==> src/rtl/regfile_wb_arbiter.sv <==
// Arbitrates the single register-file write port between the in-order pipeline (A, high priority)
// and a one-entry buffered multi-cycle result (B). A wait counter bounds how long A can starve B.
module regfile_wb_arbiter #(
   parameter int unsigned MAX_WAIT = 4,
   parameter int unsigned CNT_W    = 4
) (
   input  logic        CLK,
   input  logic        RST,
   input  logic        a_valid,
   output logic        a_ready,
   input  logic [4:0]  a_sel,
   input  logic [31:0] a_dat,
   input  logic        b_valid,
   output logic        b_ready,
   input  logic [4:0]  b_sel,
   input  logic [31:0] b_dat,
   output logic        WEN,
   output logic [4:0]  wsel,
   output logic [31:0] wdat,
   output logic [31:0] pend_mask,
   output logic        b_drop
);

   localparam int unsigned SEL_W  = 5;
   localparam int unsigned DAT_W  = 32;
   localparam int unsigned NREG   = 32;
   localparam logic [CNT_W-1:0] WAIT_MAX = CNT_W'(MAX_WAIT);

   logic             bbuf_valid_q, bbuf_valid_d;
   logic [SEL_W-1:0] bbuf_sel_q,   bbuf_sel_d;
   logic [DAT_W-1:0] bbuf_dat_q,   bbuf_dat_d;
   logic [CNT_W-1:0] wait_cnt_q,   wait_cnt_d;
   logic             wen_q,        wen_d;
   logic [SEL_W-1:0] wsel_q,       wsel_d;
   logic [DAT_W-1:0] wdat_q,       wdat_d;
   logic             b_drop_q,     b_drop_d;

   logic starve, a_fire, b_issue, a_kill, b_load;
   logic [NREG-1:0] mask_c;

   // Handshake and priority decisions; a_kill means A overwrites the older buffered B result.
   always_comb begin
      starve  = bbuf_valid_q && (wait_cnt_q == WAIT_MAX);
      a_ready = !starve;
      a_fire  = a_valid && a_ready;
      b_issue = bbuf_valid_q && !a_fire;
      a_kill  = a_fire && bbuf_valid_q && (a_sel == bbuf_sel_q) && (a_sel != SEL_W'(0));
      b_ready = !bbuf_valid_q || b_issue || a_kill;
      b_load  = b_valid && b_ready;
   end

   // Next-state for the B buffer, wait counter and write port.
   always_comb begin
      bbuf_valid_d = bbuf_valid_q;
      bbuf_sel_d   = bbuf_sel_q;
      bbuf_dat_d   = bbuf_dat_q;
      wait_cnt_d   = wait_cnt_q;
      wen_d        = 1'b0;
      wsel_d       = wsel_q;
      wdat_d       = wdat_q;
      b_drop_d     = a_kill;

      if (b_load) begin
         bbuf_valid_d = 1'b1;
         bbuf_sel_d   = b_sel;
         bbuf_dat_d   = b_dat;
         wait_cnt_d   = '0;
      end else if (b_issue || a_kill) begin
         bbuf_valid_d = 1'b0;
         wait_cnt_d   = '0;
      end else if (bbuf_valid_q && (wait_cnt_q != WAIT_MAX)) begin
         wait_cnt_d   = wait_cnt_q + CNT_W'(1);
      end

      if (a_fire) begin
         wen_d  = (a_sel != SEL_W'(0));
         wsel_d = a_sel;
         wdat_d = a_dat;
      end else if (b_issue) begin
         wen_d  = (bbuf_sel_q != SEL_W'(0));
         wsel_d = bbuf_sel_q;
         wdat_d = bbuf_dat_q;
      end
   end

   always_ff @(posedge CLK or posedge RST) begin
      if (RST) begin
         bbuf_valid_q <= 1'b0;
         bbuf_sel_q   <= '0;
         bbuf_dat_q   <= '0;
         wait_cnt_q   <= '0;
         wen_q        <= 1'b0;
         wsel_q       <= '0;
         wdat_q       <= '0;
         b_drop_q     <= 1'b0;
      end else begin
         bbuf_valid_q <= bbuf_valid_d;
         bbuf_sel_q   <= bbuf_sel_d;
         bbuf_dat_q   <= bbuf_dat_d;
         wait_cnt_q   <= wait_cnt_d;
         wen_q        <= wen_d;
         wsel_q       <= wsel_d;
         wdat_q       <= wdat_d;
         b_drop_q     <= b_drop_d;
      end
   end

   // Pending writes for hazard detection: buffered entry plus the write currently on the port.
   always_comb begin
      mask_c = '0;
      if (bbuf_valid_q) mask_c = mask_c | (NREG'(1) << bbuf_sel_q);
      if (wen_q)        mask_c = mask_c | (NREG'(1) << wsel_q);
      mask_c[0] = 1'b0;
   end

   assign pend_mask = mask_c;
   assign WEN       = wen_q;
   assign wsel      = wsel_q;
   assign wdat      = wdat_q;
   assign b_drop    = b_drop_q;

endmodule

==> config.mk <==
export PLATFORM = sky130hd
export DESIGN_NAME = regfile_wb_arbiter
export DESIGN_NICKNAME = d
export VERILOG_FILES = /design/src/rtl/regfile_wb_arbiter.sv
export SDC_FILE = /design/constraint.sdc
export NUM_CORES = 1
export LEC_CHECK = 0
export CAP_MARGIN = 20
export CORE_AREA = 5 5 107 109
export CTS_CLUSTER_SIZE = 16
export DETAILED_ROUTE_END_ITERATION = 12
export DIE_AREA = 0 0 112 114
export MAX_ROUTING_LAYER = met4
export PLACE_DENSITY = 0.79
export SLEW_MARGIN = 5
export SYNTH_ARGS = -nofsm -noshare
export SYNTH_HDL_FRONTEND = slang
export SYNTH_SLANG_ARGS = --single-unit
==> constraint.sdc <==
create_clock -name CLK -period 2.7 [get_ports CLK]
set_input_delay 0.54 -clock CLK [delete_from_list [all_inputs] [get_ports CLK]]
set_output_delay 0.54 -clock CLK [all_outputs]
set_load 0.05 [all_outputs]
# --- Word-level counts from Yosys, hierarchy flattened ---
# Cells that the tools add are included.
classes:
  add_sub_neg: 1
  eq_ne: 3
  shifts: 2
  muxes: 13
  bitwise_logic: 1
  n_reduce_logical: 19
ops:
  columns: ["operator", "count"]
  rows:
  - ["$mux 32", 4]
  - ["$shl 1x5->32 const A", 2]
  - ["$or 32x32->32", 1]
  - ["$mux 4", 3]
  - ["$mux 5", 2]
  - ["$reduce_bool 5->1", 2]
  - ["$logic_and 1x1->1", 8]
  - ["$eq 5x5->1", 1]
  - ["$add 4x1->4 const B", 1]
  - ["$eq 4x3->1 const B", 1]
  - ["$mux 1", 4]
  - ["$ne 4x3->1 const B", 1]
  - ["$reduce_bool 2->1", 2]
  - ["$logic_not 1->1", 3]
  - ["$logic_or 1x1->1", 3]
  - ["$reduce_bool 3->1", 1]
word_totals:
  reg_bits: 81
  in_bits: 78
  output_inout_bits: 73
  elab_cells: 47

# --- Depth between registers and ports, before layout ---
depth:
  ltp_word: 10
  ltp_mapped: 8
  mapped_depth_nobuf: 6

# --- Least setup slack after synthesis ---
# Ideal clock, no wire load.
synth_timing:
  kind: "register -> output"
  startpoint: "register bbuf_valid_q"
  endpoint: "output pend_mask[10]"
  arrival_time_ns: 2.057
  required_ns: 2.160
  path_slack_ns: 0.103
  stages_incl_launch_ff: 5
  n_path_buf: 2
  cell_sequence: "dfrtp_1 -> buf_1 -> buf_1 -> nand3_1 -> o22ai_1"
synth_via:
  elab_chain_len: 3
synth_rtl:
  columns: ["item", "line", "rtl"]
  rows:
  - ["start: declaration", "29", "logic bbuf_valid_q, bbuf_valid_d;"]
  - ["start signal: assignment", "97", "bbuf_valid_q <= bbuf_valid_d;"]
  - ["$mux 32 (*)", "111", "if (bbuf_valid_q) mask_c = mask_c | (NREG'(1) << bbuf_sel_q);"]
  - ["$or 32x32->32", "112", "if (wen_q) mask_c = mask_c | (NREG'(1) << wsel_q);"]
  - ["$mux 32 (*)", "112", null]
  - ["end: declaration", "20", "output logic [31:0] pend_mask,"]
# Every way passes the cells marked *; elsewhere a longest branch is shown, timed or not.

# --- Worst setup path after layout ---
layout_timing:
  startpoint: "input a_sel[1]"
  endpoint: "output b_ready"
layout_via:
  elab_chain_len: 4
  word_cells_on_any_way: 5
  classes_between: "eq/ne: 1; reduce/logical: 4"
layout_rtl:
  columns: ["item", "line", "rtl"]
  rows:
  - ["start: declaration", "11", "input logic [4:0] a_sel,"]
  - ["$eq 5x5->1", "47", "a_kill = a_fire && bbuf_valid_q && (a_sel == bbuf_sel_q) && (a_sel != SEL_W'(0));"]
  - ["$logic_and 1x1->1", "47", null]
  - ["$logic_and 1x1->1 (*)", "47", null]
  - ["$logic_or 1x1->1 (*)", "48", "b_ready = !bbuf_valid_q || b_issue || a_kill;"]
  - ["end: declaration", "14", "output logic b_ready,"]
# Marks and branches as above.

==> run metrics <==
die width 112 um; Switch Pwr 1.47 mW; crit path kind primary input to output port; Die Area 12800 um^2; initial drt markers 139; maximum clock rate 387 MHz; Multi-input gate area 1890 um^2; number of global-route vias before repair 3499; largest net degree at the start of global routing 45; Post-layout nets 590; critical path's largest stage delay 570 ps; max cap viols 0; Worst EP required 2160 ps; Slew Limit Fails 0; IO Count 151; CTS Hold Bufs 0; post-synth cell types 34; switching part of the total power 37.1%; mapped cell area 4040 um^2; Port Buffers 149; core footprint 10500 um^2; clock tree buffer depth 2; final number of hold-violating endpoints 0; Crit. End Element output port; Power Total 3.95 mW; Final GP Congestion 0.935; Critical Path AT 2050 ps; Storage cell area 2030 um^2; mean area per synthesized cell 11.2 um^2; CP Launch Type primary input; worst vdd ir 0.000312 V; post_cts resized 0; initial antenna violation count 0; cells after synthesis 362; Vias 3318; clk root buf clkbuf_8; Overall Global Routing Usage 18.5%; final period utilization 95.8%; worst slew pin tran 537 ps; Pint 2.49 mW; Placement Rows 38; WL/cell 17.5 um; status finished, final reports clean; Clock Skew 10.3 ps; Seq/Total Area, Yosys 50.2%; Die Ht 114 um; first-pass GRT wire length 18500 um; First-pass DRT Iterations 4; H-tree levels 3; Clk pwr share 21.1%; number of antenna diodes 0; most frequent cells in the layout clkdlybuf4s50_1, dfrtp_1, nand2_1, o21ai_0, mux2i_1; area post-placement 6000 um^2; commonest non-fill, non-tap cell in the layout clkdlybuf4s50_1; CTS Sinks 81; Clk Latency, worst-skew pair 340 ps; syn_nets 442; Synth-to-Final Area Change 53.5%; post-CTS setup buffer count 0; setup TNS 0 ps; Final Critical Period 2590 ps; synth warn 0; final setup vio count 0; Hold Crit Class primary input to async pin; Max FO, Critical Path 2; Comb pwr share 39.1%; # DRC 0; layout cells sized above 1 21.2%; critical-path cell list clkdlybuf4s50_1 > or4_4 > o211ai_2 > o21bai_2 > buf_4; normalized max-slew margin 64.1%; Reg power frac 39.8%; top post-synthesis cells by area dfrtp_1, mux2_4, mux2i_1; Initial Util 38.4%; Fill cells 861; DP Wirelength 8820 um; Synth area leader dfrtp_1; grt total ovfl 0; Yosys reg bits 81; PwrDens 638 nW/um^2; Total Wirelength 11400 um; CTS tree built; CP max-delay cell or4_4; CTS buffer count 9; leakage 2.69 nW; Hold WS 456 ps; Synth top area share 50.2%; Clk pin slew, worst setup/hold paths 80 ps; Post-DRT Antenna Nets 0; post-DR vias/cell 5.07; RSZ-0062 raised after global routing false; fin area 6200 um^2
[synth_stat cells]
master	number
dfrtp_1	81
nand2_1	52
o21ai_0	41
mux2i_1	37
o22ai_1	32
mux2_4	30
clkbuf_1	17
nand3_1	10
mux2_2	7
nand2b_1	6
nor2b_1	6
buf_1	5
xnor2_1	5
inv_1	4
nand4_1	4
buf_6	3
nor2_1	3
ha_1	2
or2_2	2
a21boi_1	1
a22oi_1	1
and3b_1	1
and4b_1	1
buf_4	1
conb_1	1
nand3b_1	1
nor3_1	1
nor4_1	1
o211ai_1	1
o211ai_2	1
o21bai_1	1
o2bb2ai_4	1
or3_1	1
or4_4	1
[final cells by class]
cell class,instances,area share (%)
Tap cell,140,2.83
Timing Repair Buffer,163,30.7
Multi-Input combinational cell,251,30.4
Clock inverter,5,0.606
Clock buffer,11,2.44
Inverter,4,0.262
Sequential cell,81,32.7
[cells by family (layout without fill, tap and decap cells)]
group	after synthesis	count (layout)	share of synthesized area, %
AO/OA/AOI/OAI	79	79	11.8
XOR/XNOR	5	5	1.08
adder cells (fa/ha/maj)	2	2	0.620
buffers and inverters	30	183	3.44
flip-flops	81	81	50.2
multiplexers	74	74	22.3
other	1	1	0.0929
AND/OR/NAND/NOR	90	90	10.5
[layer usage]
layer / GRT usage (%) / routed length [um]
met1: 23.6 / 4950
met2: 30.1 / 5570
met3: 3.93 / 716
met4: 5.45 / 193
met5: - / 0
[stage by stage]
step	cells	utilization [%]	worst slack [ps]
after floorplan	362	-	79.9
after global placement	639	57.1	106
after detailed placement	639	57.1	108
after CTS	655	58.9	93.0
after global routing	655	59.0	51.4
final	655	59.0	114
[power by group through the flow]
| stage | clock [mW] | combinational, mW | sequential, mW |
|---|---|---|---|
| CTS | 0.859 | 1.55 | 1.58 |
| detailed placement | 0 | 1.55 | 1.59 |
| global placement | 0 | 1.52 | 1.59 |
| finish | 0.836 | 1.54 | 1.57 |
| global route | 0.908 | 1.64 | 1.61 |
| floorplan | 0 | 0.703 | 1.83 |
[worst max-delay path: cells and delay by family]
kind / cells / cell delay [ps]
AOI/OAI and AO/OA: 2 / 310
buffers and inverters: 2 / 620
and+or+nand+nor: 1 / 570
[worst paths after layout]
kind,depth (start not counted),slack (ps),endpoint,from
max in group asynchronous,3,1620,bbuf_valid_q,RST
max reg2reg,6,720,bbuf_dat_q[1],bbuf_sel_q[2]
max,5,110,b_ready,a_sel[1]
min in group CLK,1,520,bbuf_dat_q[20],bbuf_dat_q[20]
min reg2reg,1,520,bbuf_dat_q[20],bbuf_dat_q[20]
min,2,460,wdat[27],RST
[flip-flops by register name, indices dropped and copies added, names as in the netlist]
name / cells
wsel: 5
WEN: 1
wait_cnt_q: 4
wdat: 32
bbuf_dat_q: 32
bbuf_sel_q: 5
bbuf_valid_q: 1
b_drop: 1
(Power assumes the default switching activity.)
